===== config.mk =====
export PLATFORM = sky130hd
export DESIGN_NAME = btn_conditioner_flat
export DESIGN_NICKNAME = d
export VERILOG_FILES = /design/src/rtl/btn_conditioner_if.sv /design/src/rtl/btn_conditioner.sv /design/src/flat_wrapper.sv
export SDC_FILE = /design/constraint.sdc
export NUM_CORES = 1
export LEC_CHECK = 0
export ABC_CLOCK_PERIOD_IN_PS = 6750
export BUFFER_PORTS_ARGS = -buffer_cell sky130_fd_sc_hd__buf_2
export CORE_MARGIN = 3
export CORE_UTILIZATION = 67
export CTS_BUF_LIST = sky130_fd_sc_hd__clkbuf_4 sky130_fd_sc_hd__clkbuf_8
export CTS_CLUSTER_DIAMETER = 80
export DETAILED_ROUTE_END_ITERATION = 12
export GPL_ROUTABILITY_DRIVEN = 0
export HOLD_SLACK_MARGIN = 0.05
export PLACE_DENSITY = 0.88
export SLEW_MARGIN = 0
export SYNTH_ARGS = -nofsm -noshare
export SYNTH_HDL_FRONTEND = slang
export SYNTH_SLANG_ARGS = --single-unit

===== constraint.sdc =====
create_clock -name clk -period 6.75 [get_ports clk]
set_input_delay 0.3375 -clock clk [delete_from_list [all_inputs] [get_ports clk]]
set_output_delay 0.3375 -clock clk [all_outputs]
set_load 0.005 [all_outputs]

===== src/rtl/btn_conditioner_if.sv =====
// Signal bundle between the button conditioner and its consumer.
// The master drives raw buttons and the tick; the slave returns debounced levels and grants.
interface btn_conditioner_if;
    logic [4:0] btn_raw;
    logic       tick;
    logic [4:0] btn_level;
    logic [4:0] press_onehot;
    logic [2:0] press_idx;
    logic       press_valid;
    logic [7:0] merge_cnt;

    modport master (
        output btn_raw, tick,
        input  btn_level, press_onehot, press_idx, press_valid, merge_cnt
    );

    modport slave (
        input  btn_raw, tick,
        output btn_level, press_onehot, press_idx, press_valid, merge_cnt
    );
endinterface


===== src/rtl/btn_conditioner.sv =====
// Five-button conditioner: synchronizes and debounces the raw buttons, then queues each
// press and hands them one at a time to a consumer that acknowledges with tick.
module btn_conditioner #(
    parameter int DEBOUNCE_CYCLES = 16
) (
    input  logic              clk,
    input  logic              rst,
    btn_conditioner_if.slave  bus
);
    // The level flips on the edge where the counter would reach DEBOUNCE_CYCLES.
    localparam logic [9:0] DB_LAST = 10'(DEBOUNCE_CYCLES - 1);

    logic [4:0] r_sync1;
    logic [4:0] r_sync2;
    logic [4:0] r_level;
    logic [9:0] r_cnt [5];
    logic [4:0] r_pending;
    logic [4:0] r_onehot;
    logic [2:0] r_idx;
    logic       r_valid;
    logic [7:0] r_mergeCnt;

    logic [4:0] w_done;
    logic [4:0] w_rise;
    logic [4:0] w_grantOh;
    logic [2:0] w_grantIdx;
    logic       w_load;
    logic [4:0] w_clear;
    logic [4:0] w_merge;
    logic [3:0] w_mergeNum;
    logic [8:0] w_mergeSum;

    always_comb begin
        w_done = '0;
        w_rise = '0;
        for (int i = 0; i < 5; i++) begin
            w_done[i] = (r_sync2[i] != r_level[i]) && (r_cnt[i] == DB_LAST);
            w_rise[i] = w_done[i] && r_sync2[i];
        end
    end

    always_comb begin
        w_grantOh  = '0;
        w_grantIdx = '0;
        // Scanning downward leaves the lowest set index as the final assignment.
        for (int i = 4; i >= 0; i--) begin
            if (r_pending[i]) begin
                w_grantOh  = 5'b00001 << i;
                w_grantIdx = 3'(i);
            end
        end
    end

    always_comb begin
        w_load     = bus.tick || !r_valid;
        w_clear    = w_load ? w_grantOh : 5'b00000;
        w_merge    = w_rise & r_pending & ~w_clear;
        w_mergeNum = '0;
        for (int i = 0; i < 5; i++) begin
            w_mergeNum = w_mergeNum + {3'b000, w_merge[i]};
        end
        w_mergeSum = {1'b0, r_mergeCnt} + {5'b00000, w_mergeNum};
    end

    always_ff @(posedge clk) begin
        if (rst) begin
            r_sync1 <= '0;
            r_sync2 <= '0;
            r_level <= '0;
            for (int i = 0; i < 5; i++) begin
                r_cnt[i] <= '0;
            end
        end else begin
            r_sync1 <= bus.btn_raw;
            r_sync2 <= r_sync1;
            for (int i = 0; i < 5; i++) begin
                if (r_sync2[i] == r_level[i]) begin
                    r_cnt[i] <= '0;
                end else if (w_done[i]) begin
                    r_cnt[i]   <= '0;
                    r_level[i] <= r_sync2[i];
                end else begin
                    r_cnt[i] <= r_cnt[i] + 10'd1;
                end
            end
        end
    end

    // A new rise is ORed in after the grant clear, so a same-edge set survives.
    always_ff @(posedge clk) begin
        if (rst) begin
            r_pending  <= '0;
            r_onehot   <= '0;
            r_idx      <= '0;
            r_valid    <= 1'b0;
            r_mergeCnt <= '0;
        end else begin
            r_pending  <= (r_pending & ~w_clear) | w_rise;
            r_mergeCnt <= w_mergeSum[8] ? 8'hFF : w_mergeSum[7:0];
            if (w_load) begin
                r_onehot <= w_grantOh;
                r_idx    <= w_grantIdx;
                r_valid  <= |w_grantOh;
            end
        end
    end

    assign bus.btn_level    = r_level;
    assign bus.press_onehot = r_onehot;
    assign bus.press_idx    = r_idx;
    assign bus.press_valid  = r_valid;
    assign bus.merge_cnt    = r_mergeCnt;
endmodule


===== src/flat_wrapper.sv =====
// flat-port wrapper written by rule: the top's interface ports become plain ports
module btn_conditioner_flat 
#(
    parameter int DEBOUNCE_CYCLES = 16
)
  (clk, rst, bus_btn_raw, bus_tick, bus_btn_level, bus_press_onehot, bus_press_idx, bus_press_valid, bus_merge_cnt);
  btn_conditioner_if bus_i ();
  input  logic clk;
  input  logic rst;
  input wire logic [$bits(bus_i.btn_raw)-1:0] bus_btn_raw;
  input wire logic [$bits(bus_i.tick)-1:0] bus_tick;
  output wire logic [$bits(bus_i.btn_level)-1:0] bus_btn_level;
  output wire logic [$bits(bus_i.press_onehot)-1:0] bus_press_onehot;
  output wire logic [$bits(bus_i.press_idx)-1:0] bus_press_idx;
  output wire logic [$bits(bus_i.press_valid)-1:0] bus_press_valid;
  output wire logic [$bits(bus_i.merge_cnt)-1:0] bus_merge_cnt;
  assign bus_i.btn_raw = bus_btn_raw;
  assign bus_i.tick = bus_tick;
  assign bus_btn_level = bus_i.btn_level;
  assign bus_press_onehot = bus_i.press_onehot;
  assign bus_press_idx = bus_i.press_idx;
  assign bus_press_valid = bus_i.press_valid;
  assign bus_merge_cnt = bus_i.merge_cnt;
  btn_conditioner #(.DEBOUNCE_CYCLES(DEBOUNCE_CYCLES)) u_core (.clk(clk), .rst(rst), .bus(bus_i));
endmodule

==> flow_summary.ini, run 1 <==
[clocking]
post_cts_buffers = 0
clkLatencyLatePin_ns = 0.35
clk_pin_slew_ns = 0.09
cts_resized = 0
root_buffer = clkbuf_8
clk_path_buf_depth = 2
htreeDepth = 3
cts_tree = done
cts.sinks = 86
hold_buffers = 0
numCtsBuffers = 9

[pwr]
p_clk_frac = 0.359
p_total_w = 0.0009655
p_leak_nw = 1.856
swShare = 0.2211
p_sw_w = 0.0002134
ir_worst_vdd_v = 0.0001592
p_per_area_nw_per_um2 = 208.1
seq_power_share = 0.605
p_comb_frac = 0.035
p_int_w = 0.0007520

[route]
ant_nets = 0
firstDrtPassIters = 5
drtIter0Drc = 185
viasPerCell = 5.370
vias = 2905
remaining_drc_errors = 0
drt_wl_total_um = 7321
wl_per_cell_um = 13.53

[finish]
multi_input_area_um2 = 1948
num_antenna_cells = 0
ff_latch_area_um2 = 2222
nFillCells = 334
fin_util = 0.8175
drive_gt1_frac = 0.1173
areaGrowthSynthToFinish_pct = 14.09
fin_nets = 485

[setup_path]
crit_required_ns = 7.02
crit_family = simple AND/OR/NAND/NOR gates
slowest_delay_ns = 0.54
rr_worst_depth = 16
r2r-end = u_core.bus.merge_cnt[2]
path_class = flop to flop
crit_path_start_kind = flop
worst_path_max_delay_cell = or4_1
reg2reg_setup_slack_ns = 1.76
worstReg2RegStart = u_core.r_cnt[0][4]
path_cells = or4_1, or4_4, or3b_1, nor2_1, ha_1, inv_1, fa_1, inv_1, ha_1, fa_1, inv_1, fa_1, nor2b_1, nor2_1, or3_1, a21oi_1
path_max_fanout = 5
critical_path_buf_inv_count = 3
cp-end-kind = flop
arrival_ns = 5.26

[hold_path]
min-delay-start = bus_btn_raw[3]
whs_path_depth = 2
hold_end = u_core.r_sync1[3]
hp-class = input port to flop

[die]
start_util = 0.7165
fp.coreArea_um2 = 5675
fp.dieW_um = 83.91
num_rows = 27
io_pins = 30
die-area_um2 = 7040
die_h_um = 83.91

[timing]
finClkSkew_ns = 0.008600
relSlewSlack = 0.4095
fmax_mhz = 200.3
rsz0062_at_grt = false
final-setup-viol-count = 0
hold_viol_final = 0
maxSlewViolCount = 0
fin_setup_tns_ns = 0
timing.hold.ws_ns = 0.1929
tightest_slew_ns = 0.8839
period_share = 0.7396
period_minus_slack_ns = 4.992

[synth]
synth.distinct_cells = 45
synth_edf_count = 50
async_flop_share = 0
seq_area_frac_synth = 0.5465
ys_ff_latch = 86
synth_area_leaders = edfxtp_1, dfxtp_1, nor2_1, xor2_1, xnor2_1
synth_top_cell_by_area = edfxtp_1
syn-instance-count = 383
synth-main-ff-cell = edfxtp_1
synth_commonest_cells = nor2_1, edfxtp_1, dfxtp_1
syn_avg_cell_area_um2 = 10.62
yosysTopAreaCellShare = 0.3692
yosysMostFrequentCell = nor2_1
synth.cell_area_um2 = 4066
ys_warn_count = 0

[grt]
met2_usage = 0.3832
grtUsageMet3 = 0.03949
antenna_found_initial = 0
top_usage_layer = met2
overflow = 0
grt_first_pass_wirelength_um = 12830
grtUsageMet1 = 0.2795
grt_usage = 0.2255
grt_max_degree = 44
first_global_vias = 2932

[placement]
dp_hpwl_um = 5309
port_buffers = 29

[status]
status = finished clean

[run]
maxCapViolations = 0
## area by class of cell
type	count	area share
sequential	86	0.4790
clock buffer	9	0.02670
clock inverter	7	0.01402
tap	72	0.01942
timing repair buffer	29	0.03128
inverter	12	0.009709
multi-input combinational	326	0.4199
## power by group through the flow
stage,registers (W),clock network (W),logic (W)
after floorplan,0.000592,0,0.0000272
after global placement,0.000595,0,0.0000323
after detailed placement,0.000596,0,0.0000332
after CTS,0.000584,0.000351,0.0000336
after global routing,0.000587,0.000375,0.0000398
final,0.000584,0.000347,0.0000340
## worst register-to-register path, stage by stage, from the launching register on
cell and delay (ns):
edfxtp_1 0.45, or4_1 0.54, or4_4 0.45, or3b_1 0.41
nor2_1 0.11, ha_1 0.15, inv_1 0.06, fa_1 0.52
inv_1 0.05, ha_1 0.21, fa_1 0.54, inv_1 0.06
fa_1 0.42, nor2b_1 0.25, nor2_1 0.08, or3_1 0.44
a21oi_1 0.15
## sequential cells by signal, indices dropped and copies added (netlist names)
register,cells
u_core.bus.btn_level,5
u_core.bus.merge_cnt,8
u_core.bus.press_onehot,5
u_core.r_pending,5
u_core.r_cnt,50
u_core.r_sync2,5
u_core.bus.press_idx,2
u_core.r_sync1,5
u_core.bus.press_valid,1
## placed cells by master, fill, tap and decap left out, drive strengths merged, types with 3 or more instances in the layout
cell type,instances
xnor2,19
buf,29
clkbuf,9
or3b,7
o21ai,5
xor2,28
fa,3
nor3,4
and4,5
nand4,9
nand3,16
nor4,3
clkinv,5
nor2,76
ha,10
and3,8
a22oi,3
conb,50
nor2b,14
a21oi,11
nand2,23
mux2i,8
dfxtp,36
or3,4
or4,5
inv,12
edfxtp,50
## logic make-up after synthesis
family          Yosys count  synth area share
xor+xnor                 47            0.1012
flops                    86            0.5465
simple gates            180            0.2225
compound gates           28           0.04400
mux                       8           0.01969
other cells               1         0.0009222
fa+ha+maj                13           0.04554
buf+inv                  20           0.01969
## how the worst max path moves through the flow
stage	cells past startpoint	endpoint	slack [ns]	start
after floorplan	16	u_core.bus.merge_cnt[0]	2.12	u_core.r_cnt[0][4]
after global placement	16	u_core.bus.merge_cnt[1]	1.97	u_core.r_cnt[0][4]
after detailed placement	16	u_core.bus.merge_cnt[0]	1.79	u_core.r_cnt[0][4]
after CTS	16	u_core.bus.merge_cnt[2]	1.77	u_core.r_cnt[0][4]
after global routing	16	u_core.bus.merge_cnt[2]	1.43	u_core.r_cnt[0][4]
final	16	u_core.bus.merge_cnt[2]	1.76	u_core.r_cnt[0][4]
## stage by stage
stage	std cells	instance area, um2	worst slack (ns)
after floorplan	432	4250	2.122
after global placement	525	4451	1.969
after detailed placement	525	4451	1.794
after CTS	541	4639	1.771
after global routing	541	4639	1.428
final	541	4639	1.758
## per-layer routing
layer	up-vias	part of all wire	routed length, um
met1	1359	0.44	3247
met3	18	0.043	317
met5	-	0	0
met4	0	0.023	169
li1	1452	-	-
met2	76	0.49	3586
Power figures use the tool's default switching activity.
==> run 2, diff against run 1 <==
ABC_CLOCK_PERIOD_IN_PS = 4500   (was 6750)
CORE_UTILIZATION = 56   (was 67)
PLACE_DENSITY = 0.79   (was 0.88)
clock period = 4.5 ns   (was 6.75 ns; I/O delays follow)
==> run 2 against run 1 <==
The flow now finishes with violations (setup timing). Worst setup slack got worse by 1.8 ns. Sequential power rose by 50%. Total power increased by 49%.
==> flow_summary.ini, run 2 (synthesis gave the netlist of run 1 again) <==
[pwr]
swShare = 0.2228
p_leak_nw = 1.926
seq_power_share = 0.608
p_comb_frac = 0.040
p_per_area_nw_per_um2 = 296.4
p_int_w = 0.001118
ir_worst_vdd_v = 0.0001809
p_clk_frac = 0.352
p_sw_w = 0.0003205

[clocking]
clkLatencyLatePin_ns = 0.35
htreeDepth = 3
hold_buffers = 0
cts_tree = done
numCtsBuffers = 9
clk_path_buf_depth = 2
root_buffer = clkbuf_8
clk_pin_slew_ns = 0.09
cts.sinks = 86

[finish]
num_antenna_cells = 0
mostFrequentLayoutCell = nor2_1
drive_gt1_frac = 0.1760
fin_cells = 579
areaGrowthSynthToFinish_pct = 19.32
final_cell_mix = nor2_1, edfxtp_1, conb_1
largest_reg_flops = 50
multi_input_area_um2 = 2021
fin_nets = 499
ff_latch_area_um2 = 2222
top_register = u_core.r_cnt
nFillCells = 546

[grt]
grt_max_degree = 44
grt_usage = 0.1862
antenna_found_initial = 0
overflow = 0
first_global_vias = 2914
grt_first_pass_wirelength_um = 12680

[route]
wl_per_cell_um = 12.50
viasPerCell = 4.991
remaining_drc_errors = 0
drt_wl_total_um = 7236
vias = 2890
drtIter0Drc = 94
ant_nets = 0
firstDrtPassIters = 4

[placement]
dp_hpwl_um = 5259
port_buffers = 29
dp_cells = 561

[die]
io_pins = 30
fp.dieW_um = 91.22
fp.coreArea_um2 = 6907
num_rows = 30
die-area_um2 = 8320
start_util = 0.5888
die_h_um = 91.22

[setup_path]
cp-end-kind = flop
path_class = flop to flop
critical_path_buf_inv_count = 3
crit_path_start_kind = flop
worst_path_max_delay_cell = or4_1
slowest_delay_ns = 0.52
path_max_fanout = 4
arrival_ns = 4.78
path_cells = or4_1, or4_4, or3b_4, nor2_4, ha_4, inv_2, fa_1, inv_1, ha_2, fa_1, inv_1, fa_2, nor2b_4, nor2_2, or3_4, a21oi_1
crit_family = simple AND/OR/NAND/NOR gates
crit_required_ns = 4.77

[timing]
fmax_mhz = 221.6
hold_viol_final = 0
timing.final.ws_setup_ns = -0.01299
finClkSkew_ns = 0.01102
period_share = 1.003
fin_setup_tns_ns = -0.03720
final-setup-viol-count = 4
relSlewSlack = 0.4786
maxSlewViolCount = 0
tightest_slew_ns = 0.7820
rsz0062_at_grt = true
period_minus_slack_ns = 4.513

[status]
violations = setup timing
status = complete, but fails checks

[run]
maxCapViolations = 0

[hold_path]
hp-class = input port to flop
run 2: cell types whose count changed in the layout (fill, tap and decap cells not counted), moves of 2 or more:
cell,delta
a21oi_1,-3
a21oi_2,+3
buf_4,+13
clkbuf_8,+2
clkinv_2,-2
clkinv_4,+2
ha_1,-3
ha_4,+2
nor2_1,-2
run 2: what timing repair did:
| item | CTS | global route |
|---|---|---|
| gates resized for setup | 2 | 14 |
| buffers inserted | 0 | 3 |
| cloned | 0 | 0 |
| endpoints found under the setup margin | 4 | 8 |
| pin swaps | 3 | 5 |
| hold endpoints to repair | 0 | 0 |
run 2: area by class of cell:
| class | instances | area share |
|---|---|---|
| Clock buffer | 12 | 0.03275 |
| Clock inverter | 4 | 0.006447 |
| Inverter | 12 | 0.009283 |
| Multi-Input combinational cell | 326 | 0.4165 |
| Sequential cell | 86 | 0.4580 |
| Tap cell | 96 | 0.02476 |
| Timing Repair Buffer | 43 | 0.05235 |
run 2: final timing paths:
kind,to,cells after the start,from,slack (ns)
min,u_core.r_sync1[3],2,bus_btn_raw[3],0.08
min reg2reg,u_core.r_sync2[3],1,u_core.r_sync1[3],0.45
max reg2reg,u_core.bus.merge_cnt[1],16,u_core.r_cnt[0][4],-0.01
max,u_core.bus.merge_cnt[1],16,u_core.r_cnt[0][4],-0.01
run 2: metal layers:
| metal | GRT usage | wire (um) | up-vias |
|---|---|---|---|
| li1 | - | - | 1476 |
| met1 | 0.2357 | 3378 | 1358 |
| met2 | 0.3200 | 3518 | 44 |
| met3 | 0.03065 | 213 | 12 |
| met4 | 0.06910 | 126 | 0 |
| met5 | 0 | 0 | - |
run 2: metrics by stage:
step                cell area, um2  setup WS (ns)  power [W]    util  hold WS (ns)
CTS                           4777      0.0003908   0.001448  0.6917       0.07630
global placement              4581        0.03219  0.0009438  0.6632        0.4182
finish                        4852       -0.01299   0.001438  0.7025       0.08422
detailed placement            4581       -0.04635  0.0009474  0.6632        0.4317
floorplan                     4260        0.01218  0.0009292       -        0.3532
global route                  4852        -0.2354   0.001498  0.7025        0.1047
run 2: power by group through the flow:
stage          sequential [W]  combinational (W)  clock [W]
5_1_grt              0.000879          0.0000658   0.000554
4_1_cts              0.000874          0.0000553   0.000518
2_1_floorplan        0.000888          0.0000409          0
3_3_place_gp         0.000890          0.0000533          0
3_5_place_dp         0.000893          0.0000546          0
6_report             0.000875          0.0000570   0.000507
